<file path="src/rtl/pdl_pkg.sv">
// Shared definitions for the PDL arbiter-PUF challenge/response sequencer.
//   - sequencer state encoding
//   - challenge width and LFSR tap constant (taps at bits 63/62/60/59)
//   - lfsr_feedback(): XOR of the tapped challenge bits
package pdl_pkg;

    localparam int CHAL_WIDTH = 64;

    // Taps 63, 62, 60, 59 of the challenge LFSR.
    localparam logic [63:0] LFSR_TAPS = 64'hD800_0000_0000_0000;

    typedef enum logic [2:0] {
        ST_IDLE   = 3'd0,
        ST_CLEAR  = 3'd1,
        ST_LAUNCH = 3'd2,
        ST_SAMPLE = 3'd3,
        ST_NEXT   = 3'd4,
        ST_DONE   = 3'd5
    } state_e;

    // Feedback bit of the challenge LFSR: parity of the tapped bits.
    function automatic logic lfsr_feedback(input logic [CHAL_WIDTH-1:0] chal);
        return ^(chal & LFSR_TAPS);
    endfunction

endpackage

</file>
<file path="src/rtl/pdl_chal_lfsr.sv">
// 64-bit challenge register for the PDL PUF.
// Ports:
//   clk, rst_n   clock, asynchronous active-low reset (state -> 0)
//   i_load       load i_seed (takes priority over i_step)
//   i_seed       seed challenge
//   i_step       advance one LFSR step: c <= {c[62:0], fb}
//   o_state      current challenge (registered)
// A zero seed is kept as-is, so the register stays at zero while stepping.
module pdl_chal_lfsr
    import pdl_pkg::*;
(
    input  logic                  clk,
    input  logic                  rst_n,
    input  logic                  i_load,
    input  logic [CHAL_WIDTH-1:0] i_seed,
    input  logic                  i_step,
    output logic [CHAL_WIDTH-1:0] o_state
);

    logic [CHAL_WIDTH-1:0] r_state;

    // Challenge register: load a seed, or shift in the feedback bit.
    always_ff @(posedge clk or negedge rst_n) begin
        if (!rst_n) begin
            r_state <= {CHAL_WIDTH{1'b0}};
        end else if (i_load) begin
            r_state <= i_seed;
        end else if (i_step) begin
            r_state <= {r_state[CHAL_WIDTH-2:0], lfsr_feedback(r_state)};
        end else begin
            r_state <= r_state;
        end
    end

    assign o_state = r_state;

endmodule

</file>
<file path="src/rtl/pdl_puf_sequencer.sv">
// Challenge/response sequencer driving a PDL arbiter PUF.
// A seed accepted on the request port is stepped through RESP_BITS LFSR
// challenges. Each challenge is evaluated VOTES times (clear arbiter,
// launch race, wait, sample the synchronized response) and majority-voted
// into one response bit. The word is returned on the response port.
// Ports:
//   clk, reset              clock, asynchronous active-low reset
//   req_valid/req_ready     seed handshake (ready only in IDLE)
//   req_seed                64-bit seed challenge
//   resp_valid/resp_ready   response handshake; data held until taken
//   resp_data               bit i = voted response to challenge i
//   busy                    request in progress
//   chal_top/chal_bottom    PDL line configurations (identical)
//   puf_reset               arbiter clear, active-high
//   race                    race launch; rising edge starts both lines
//   puf_response            asynchronous arbiter output
module pdl_puf_sequencer
    import pdl_pkg::*;
#(
    parameter int RESP_BITS     = 16,
    parameter int VOTES         = 5,
    parameter int CLEAR_CYCLES  = 4,
    parameter int SETTLE_CYCLES = 16
) (
    input  logic                  clk,
    input  logic                  reset,
    input  logic                  req_valid,
    output logic                  req_ready,
    input  logic [CHAL_WIDTH-1:0] req_seed,
    output logic                  resp_valid,
    input  logic                  resp_ready,
    output logic [RESP_BITS-1:0]  resp_data,
    output logic                  busy,
    output logic [CHAL_WIDTH-1:0] chal_top,
    output logic [CHAL_WIDTH-1:0] chal_bottom,
    output logic                  puf_reset,
    output logic                  race,
    input  logic                  puf_response
);

    localparam int BW      = $clog2(RESP_BITS) + 1;
    localparam int IW      = (RESP_BITS > 1) ? $clog2(RESP_BITS) : 1;
    localparam int VW      = $clog2(VOTES) + 1;
    localparam int CMAX    = (CLEAR_CYCLES > SETTLE_CYCLES) ? CLEAR_CYCLES : SETTLE_CYCLES;
    localparam int CW      = $clog2(CMAX) + 1;

    localparam logic [BW-1:0] LAST_BIT     = BW'(RESP_BITS - 1);
    localparam logic [VW-1:0] VOTES_V      = VW'(VOTES);
    localparam logic [VW-1:0] HALF_V       = VW'(VOTES / 2);
    localparam logic [CW-1:0] CLEAR_LAST   = CW'(CLEAR_CYCLES - 1);
    localparam logic [CW-1:0] SETTLE_LAST  = CW'(SETTLE_CYCLES - 1);

    state_e                 r_state;
    logic [BW-1:0]          r_bit_cnt;
    logic [VW-1:0]          r_vote_cnt;
    logic [VW-1:0]          r_ones_cnt;
    logic [CW-1:0]          r_cyc_cnt;
    logic                   r_sync1;
    logic                   r_sync2;
    logic                   r_req_ready;
    logic                   r_resp_valid;
    logic [RESP_BITS-1:0]   r_resp_data;
    logic                   r_busy;
    logic                   r_puf_reset;
    logic                   r_race;

    logic                   w_load;
    logic                   w_step;
    logic [CHAL_WIDTH-1:0]  w_chal;

    // LFSR is loaded on seed acceptance and stepped once per finished challenge.
    assign w_load = (r_state == ST_IDLE) && req_valid;
    assign w_step = (r_state == ST_NEXT);

    pdl_chal_lfsr u_lfsr (
        .clk     (clk),
        .rst_n   (reset),
        .i_load  (w_load),
        .i_seed  (req_seed),
        .i_step  (w_step),
        .o_state (w_chal)
    );

    // Two-flop synchronizer for the asynchronous arbiter output.
    always_ff @(posedge clk or negedge reset) begin
        if (!reset) begin
            r_sync1 <= 1'b0;
            r_sync2 <= 1'b0;
        end else begin
            r_sync1 <= puf_response;
            r_sync2 <= r_sync1;
        end
    end

    // Sequencer FSM with counters and registered handshake/PUF controls.
    always_ff @(posedge clk or negedge reset) begin
        if (!reset) begin
            r_state      <= ST_IDLE;
            r_bit_cnt    <= {BW{1'b0}};
            r_vote_cnt   <= {VW{1'b0}};
            r_ones_cnt   <= {VW{1'b0}};
            r_cyc_cnt    <= {CW{1'b0}};
            r_req_ready  <= 1'b1;
            r_resp_valid <= 1'b0;
            r_resp_data  <= {RESP_BITS{1'b0}};
            r_busy       <= 1'b0;
            r_puf_reset  <= 1'b1;
            r_race       <= 1'b0;
        end else begin
            case (r_state)
                ST_IDLE: begin
                    if (req_valid) begin
                        r_state     <= ST_CLEAR;
                        r_bit_cnt   <= {BW{1'b0}};
                        r_vote_cnt  <= {VW{1'b0}};
                        r_ones_cnt  <= {VW{1'b0}};
                        r_cyc_cnt   <= {CW{1'b0}};
                        r_resp_data <= {RESP_BITS{1'b0}};
                        r_req_ready <= 1'b0;
                        r_busy      <= 1'b1;
                    end else begin
                        r_state <= ST_IDLE;
                    end
                end
                ST_CLEAR: begin
                    if (r_cyc_cnt == CLEAR_LAST) begin
                        r_state     <= ST_LAUNCH;
                        r_cyc_cnt   <= {CW{1'b0}};
                        r_puf_reset <= 1'b0;
                        r_race      <= 1'b1;
                    end else begin
                        r_cyc_cnt <= r_cyc_cnt + {{(CW-1){1'b0}}, 1'b1};
                    end
                end
                ST_LAUNCH: begin
                    if (r_cyc_cnt == SETTLE_LAST) begin
                        r_state   <= ST_SAMPLE;
                        r_cyc_cnt <= {CW{1'b0}};
                        r_race    <= 1'b0;
                    end else begin
                        r_cyc_cnt <= r_cyc_cnt + {{(CW-1){1'b0}}, 1'b1};
                    end
                end
                ST_SAMPLE: begin
                    r_ones_cnt  <= r_ones_cnt + {{(VW-1){1'b0}}, r_sync2};
                    r_vote_cnt  <= r_vote_cnt + {{(VW-1){1'b0}}, 1'b1};
                    // Arbiter goes back into clear for the next vote or challenge.
                    r_puf_reset <= 1'b1;
                    if ((r_vote_cnt + {{(VW-1){1'b0}}, 1'b1}) < VOTES_V) begin
                        r_state <= ST_CLEAR;
                    end else begin
                        r_state <= ST_NEXT;
                    end
                end
                ST_NEXT: begin
                    r_resp_data[r_bit_cnt[IW-1:0]] <= (r_ones_cnt > HALF_V);
                    r_vote_cnt <= {VW{1'b0}};
                    r_ones_cnt <= {VW{1'b0}};
                    r_bit_cnt  <= r_bit_cnt + {{(BW-1){1'b0}}, 1'b1};
                    if (r_bit_cnt == LAST_BIT) begin
                        r_state      <= ST_DONE;
                        r_resp_valid <= 1'b1;
                    end else begin
                        r_state <= ST_CLEAR;
                    end
                end
                ST_DONE: begin
                    if (resp_ready) begin
                        r_state      <= ST_IDLE;
                        r_resp_valid <= 1'b0;
                        r_req_ready  <= 1'b1;
                        r_busy       <= 1'b0;
                    end else begin
                        r_state <= ST_DONE;
                    end
                end
                default: begin
                    r_state      <= ST_IDLE;
                    r_req_ready  <= 1'b1;
                    r_resp_valid <= 1'b0;
                    r_busy       <= 1'b0;
                    r_puf_reset  <= 1'b1;
                    r_race       <= 1'b0;
                end
            endcase
        end
    end

    assign req_ready   = r_req_ready;
    assign resp_valid  = r_resp_valid;
    assign resp_data   = r_resp_data;
    assign busy        = r_busy;
    assign chal_top    = w_chal;
    assign chal_bottom = w_chal;
    assign puf_reset   = r_puf_reset;
    assign race        = r_race;

endmodule

</file>
<file path="config.mk">
export PLATFORM = sky130hd
export DESIGN_NAME = pdl_puf_sequencer
export DESIGN_NICKNAME = d
export VERILOG_FILES = /design/src/rtl/pdl_pkg.sv /design/src/rtl/pdl_chal_lfsr.sv /design/src/rtl/pdl_puf_sequencer.sv
export SDC_FILE = /design/constraint.sdc
export NUM_CORES = 1
export LEC_CHECK = 0
export CORE_MARGIN = 3
export CORE_UTILIZATION = 47
export DETAILED_ROUTE_END_ITERATION = 8
export HOLD_SLACK_MARGIN = 0.1
export PLACE_DENSITY = 0.84
export SYNTH_ARGS = -nofsm -noshare
export SYNTH_HDL_FRONTEND = slang
export SYNTH_SLANG_ARGS = --single-unit
</file>
<file path="constraint.sdc">
create_clock -name clk -period 3.6 [get_ports clk]
set_input_delay 0.72 -clock clk [delete_from_list [all_inputs] [get_ports clk]]
set_output_delay 0.72 -clock clk [all_outputs]
set_load 0.01 [all_outputs]
</file>
# After elaboration in Yosys (flattened, before gate mapping)
# Cells that the tools add are included.
# W data, S select, Z words.
[classes]
n_addsub = 4
magnitude_cmp = 4
eq_ne = 13
mux = 35
bitwise = 4
n_reduce_logical = 20
[ops]
columns = ["cell", "count"]
rows = [
  ["$mux W64", 2],
  ["$reduce_xor A64 Y1", 1],
  ["$pmux W16 S2", 1],
  ["$pmux W4 S3", 2],
  ["$pmux W3 S6", 1],
  ["$bwmux W16", 1],
  ["$mux W16", 1],
  ["$reduce_or A4 Y1", 4],
  ["$mux W3", 5],
  ["$mux W5", 3],
  ["$pmux W5 S3", 1],
  ["$pmux W1 S3", 4],
  ["$add A5 B1 Y5 const B", 2],
  ["$eq A5 B4 Y1 const B", 2],
  ["$mux W1", 10],
  ["$ne A2 B2 Y1 const B", 5],
  ["$pmux W5 S2", 1],
  ["$reduce_and A2 Y1", 5],
  ["$reduce_and A3 Y1", 3],
  ["$eq A3 B2 Y1 const B", 2],
  ["$eq A3 B3 Y1 const B", 2],
  ["$reduce_bool A3 Y1", 2],
  ["$eq A5 B2 Y1 const B", 1],
  ["$lt A4 B5 Y1 const B", 1],
  ["13 further kinds", 18],
]
[word_totals]
ff_bits = 108
input_bits = 69
out_inout_bits = 149
elab_cells = 94

# Depth between registers and ports, before layout
[depth]
word_depth = 6
depth_mapped = 8
ltp_nobuf = 8

# Cells and area by module
# Synthesis repeated with hierarchy kept, for this count alone.
[hier_totals]
cells_unflattened = 591
area_unflattened_um2 = 5734.2
[by_module_without_submodules]
columns = ["mod", "n_inst", "cells_each", "area_each_um2", "seq_area_each_um2"]
rows = [
  ["pdl_chal_lfsr", 1, 281, 2970.3, 1601.5],
  ["pdl_puf_sequencer", 1, 310, 2763.9, 1103.6],
]

# Worst setup path before layout
# OpenSTA, ideal clock, no wires.
[synth_path]
path_kind = "register to register"
start = "register r_cyc_cnt[0]"
end = "register r_cyc_cnt[3]"
setup_time_ns = 0.082
arrival_ns = 1.725
required_time_ns = 3.518
slack_ns = 1.793
stages_incl_launch_ff = 9
path_buffers = 0
period_less_slack_ns = 1.807
cell_sequence = "dfrtp_1 -> ha_1 -> nand3_1 -> inv_1 -> ha_1 -> or2_2 -> o22ai_2 -> a41oi_1 -> a31oi_1"
[synth_via]
elab_chain_cells = 3
elab_cells_between_ends = 6
cone_classes = "add/sub (1); eq/ne (2); mux (3)"
[synth_lines]
columns = ["item", "line", "text"]
rows = [
  ["start, declared", "pdl_puf_sequencer.sv:57", "logic [CW-1:0] r_cyc_cnt;"],
  ["start signal, assigned", "pdl_puf_sequencer.sv:102", "r_cyc_cnt <= {CW{1'b0}};"],
  ["start signal, assigned", "pdl_puf_sequencer.sv:117", "r_cyc_cnt <= {CW{1'b0}};"],
  ["start signal, assigned", "pdl_puf_sequencer.sv:128", "r_cyc_cnt <= {CW{1'b0}};"],
  ["$add A5 B1 Y5 (tied with other cells)", "pdl_puf_sequencer.sv:132, pdl_puf_sequencer.sv:141", ""],
  ["$mux W5 (on tied branches)", "pdl_puf_sequencer.sv:136, pdl_puf_sequencer.sv:126", ""],
  ["$pmux W5 S3 *", "pdl_puf_sequencer.sv:110", "case (r_state)"],
]
# Mark *: on every way between the ends. The rest lies on a longest branch, timed or not.
# A chain may end at the register's enable or synchronous reset.

# Worst setup path after layout
[layout_path]
start = "register r_state[2]"
end = "register r_vote_cnt[0]"
[layout_via]
elab_chain_cells = 3
elab_cells_between_ends = 7
cone_classes = "eq/ne (3); mux (1); reduce/logical (3)"
[layout_lines]
columns = ["item", "line", "text"]
rows = [
  ["start, declared", "pdl_puf_sequencer.sv:53", "state_e r_state;"],
  ["start signal, assigned", "pdl_puf_sequencer.sv:98", "r_state <= ST_IDLE;"],
  ["start signal, assigned", "pdl_puf_sequencer.sv:113", "r_state <= ST_CLEAR;"],
  ["start signal, assigned", "pdl_puf_sequencer.sv:122", "r_state <= ST_IDLE;"],
  ["$eq A3 B2 Y1 (tied with other cells)", "pdl_puf_sequencer.sv:110", ""],
  ["$reduce_bool A3 Y1 (no source line) or $ne A2 B2 Y1 (tied branches)", "--", ""],
  ["$reduce_and A2 Y1 (no source line)", "--", ""],
  ["end signal, assigned", "pdl_puf_sequencer.sv:100", "r_vote_cnt <= {VW{1'b0}};"],
  ["end signal, assigned", "pdl_puf_sequencer.sv:115", "r_vote_cnt <= {VW{1'b0}};"],
  ["end signal, assigned", "pdl_puf_sequencer.sv:146", "r_vote_cnt <= r_vote_cnt + {{(VW-1){1'b0}}, 1'b1};"],
  ["end, declared", "pdl_puf_sequencer.sv:55", "logic [VW-1:0] r_vote_cnt;"],
]
# Parallel ways exist; a longest one is shown, timed or not.

==> impl_metrics.env <==
export IMPL_multi_input_area_um2=2130
export IMPL_final_nets=808
export IMPL_grt_max_degree=57
export IMPL_antenna_cells=0
export IMPL_path_class="reg2reg"
export IMPL_clock_skew_final_ps=15.2
export IMPL_synth_area_um2=5500
export IMPL_synth_area_per_cell_um2=9.31
export IMPL_rsz0062_at_grt="no"
export IMPL_fillers=840
export IMPL_place_ws_ps=875
export IMPL_p_per_area_nw_per_um2=361
export IMPL_wirelength_mm=16.2
export IMPL_layout_common_cells="216 x clkdlybuf4s50_1, 143 x nand2_1, 106 x dfrtp_1"
export IMPL_clock_sinks=108
export IMPL_routed_top_layer="met4"
export IMPL_synth_distinct_cells=47
export IMPL_synth_area_top_cells="dfrtp_1 48%, nand2_1 9.8%, buf_4 8.9%"
export IMPL_grt_usage=0.245
export IMPL_setup_ws_ps=1160
export IMPL_ir_drop_v=0.000306
export IMPL_critPathLaunchType="flip-flop"
export IMPL_synth_warnings=0
export IMPL_gp_congestion=0.858
export IMPL_finalCritPeriodShare=0.678
export IMPL_numPortBuffers=217
export IMPL_root_buffer="clkbuf_16"
export IMPL_insertion_delay_ps=340
export IMPL_setup_viol=0
export IMPL_grt_pass1_wl_mm=25.8
export IMPL_syn2layout_area_growth_pct=38.8
export IMPL_arrival_ps=2660
export IMPL_ios=218
export IMPL_die_area_um2=13000
export IMPL_antenna_found_initial=0
export IMPL_drc=0
export IMPL_dieHeight_um=114
export IMPL_synth_seq_cells=108
export IMPL_antenna_left=0
export IMPL_post_dp_cell_area_um2=7300
export IMPL_regArea_um2=2710
export IMPL_cts_resized=0
export IMPL_clockBufferDepth=2
export IMPL_drtIter0Drc=436
export IMPL_post_cts_buffers=0
export IMPL_via_per_inst=5.70
export IMPL_postCtsHoldBufs=0
export IMPL_synth_net_count=671
export IMPL_cts_max_level=3
export IMPL_cp_data_required_time_ps=3820
export IMPL_num_vias=4980
export IMPL_ys_async_sr_fraction=1.00
export IMPL_finalSetupTns_ps=0
export IMPL_synth_top_area_frac=0.482
export IMPL_rows=38
export IMPL_timing_fmax_mhz=409
export IMPL_die_w_um=114
export IMPL_routed_wl_met3_mm=1.20
export IMPL_maxCapViolCount=0
export IMPL_drt_pass1_iter_count=5
export IMPL_wl_per_cell_um=18.6
export IMPL_synth_flop_cell="dfrtp_1"
export IMPL_outcome="completed"
export IMPL_path_max_fanout=54
export IMPL_final_hold_viol_count=0
export IMPL_cts_tree="built"
export IMPL_final_area_um2=7630
export IMPL_coreArea_um2=11100
export IMPL_yosys_area_top_type="dfrtp_1"
export IMPL_leakage_nw=3.38
export IMPL_hold_class="reg2reg"
export IMPL_wl_met1_mm=6.29
export IMPL_final_common_cell="clkdlybuf4s50_1"
export IMPL_start_util=0.494
export IMPL_cp_end_kind="flip-flop"
export IMPL_hold_slack_ps=377
export IMPL_gr_total_overflow=0
export IMPL_clk_pin_slew_ps=70
export IMPL_grt_pass1_vias=4950
export IMPL_syn_inst=591
export IMPL_synth_edf_count=0
export IMPL_dp_hpwl_mm=11.6
export IMPL_tightestPinTransition_ps=750
export IMPL_cts_made_buffers=9
export IMPL_min_period_ps=2440
export IMPL_layout_drive_gt1_share=0.0464
export IMPL_yosysSeqAreaShare=0.492
export IMPL_slew_viol_final=0
export IMPL_wl_met2_mm=8.50
export IMPL_max_slew_margin_rel=0.500
worst paths after layout:
kind,startpoint,cells past startpoint,slack (ps),end
worst min-delay path,r_sync1,0,380,r_sync2
worst max-delay path,r_state[2],4,1160,r_vote_cnt[0]
worst min register to register,r_sync1,0,380,r_sync2
worst max register to register,r_state[2],4,1160,r_vote_cnt[0]
min in group asynchronous,reset,1,410,u_lfsr.o_state[14]
max in group asynchronous,reset,2,2400,puf_reset
kinds of logic (layout without fill, tap and decap cells):
family,count (synthesis),in the layout,share of synthesized area
simple gates,199,199,0.156
compound gates,155,155,0.190
buf+inv,111,253,0.125
flops,108,108,0.492
fa+ha+maj,11,11,0.0250
xor+xnor,4,4,0.00637
mux,3,3,0.00569
stage by stage:
| step | total power, W | util | cells |
|---|---|---|---|
| after floorplan | 0.00145 | - | 591 |
| after global placement | 0.00167 | 0.656 | 857 |
| after detailed placement | 0.00169 | 0.656 | 857 |
| after CTS | 0.00278 | 0.686 | 873 |
| after global routing | 0.00286 | 0.686 | 873 |
| final | 0.00275 | 0.686 | 873 |
where the power goes:
| part | total [W] | internal (W) | switching (W) |
|---|---|---|---|
| clock | 0.00110 | 0.000638 | 0.000457 |
| sequential | 0.00131 | 0.00125 | 0.0000551 |
| combinational | 0.000349 | 0.000213 | 0.000136 |
flip-flops by register name (all words and copies together), names as in the netlist:
signal,count
busy,1
puf_reset,1
r_bit_cnt,5
r_cyc_cnt,5
r_ones_cnt,4
r_state,3
r_sync1,1
r_sync2,1
r_vote_cnt,4
race,1
req_ready,1
resp_data,16
resp_valid,1
u_lfsr.o_state,64
worst max-delay path, cell delays in order, from the launching register on:
cell	delay (ps)
dfrtp_1	830
nor3b_4	410
buf_4	560
nor3_1	220
mux2_2	310
final cells by class:
| class | count | area share |
|---|---|---|
| Multi-Input combinational cell | 372 | 0.278 |
| Inverter | 13 | 0.00639 |
| Tap cell | 140 | 0.0229 |
| Clock buffer | 10 | 0.0313 |
| Timing Repair Buffer | 224 | 0.294 |
| Sequential cell | 108 | 0.354 |
| Clock inverter | 6 | 0.0123 |
synthesized netlist by cell type (all sizes together), types with 3 or more instances:
cell type and n:
a31oi 7, nand2 143, nand3 18, o311ai 3
buf 87, o21ai 33, clkbuf 11, a21oi 18
inv 12, o22ai 4, nor2 16, nor2b 4
dfrtp 106, o41ai 3, ha 11, o31ai 6
nor3 4, a22oi 63, a22o 5, o211ai 5
layer usage:
layer | vias to the layer above | track usage
met2 | 248 | 0.431
met5 | - | 0
met1 | 2440 | 0.312
met3 | 18 | 0.0423
met4 | 0 | 0.0649
li1 | 2274 | -
No activity file was read; power rests on OpenSTA's default activity.
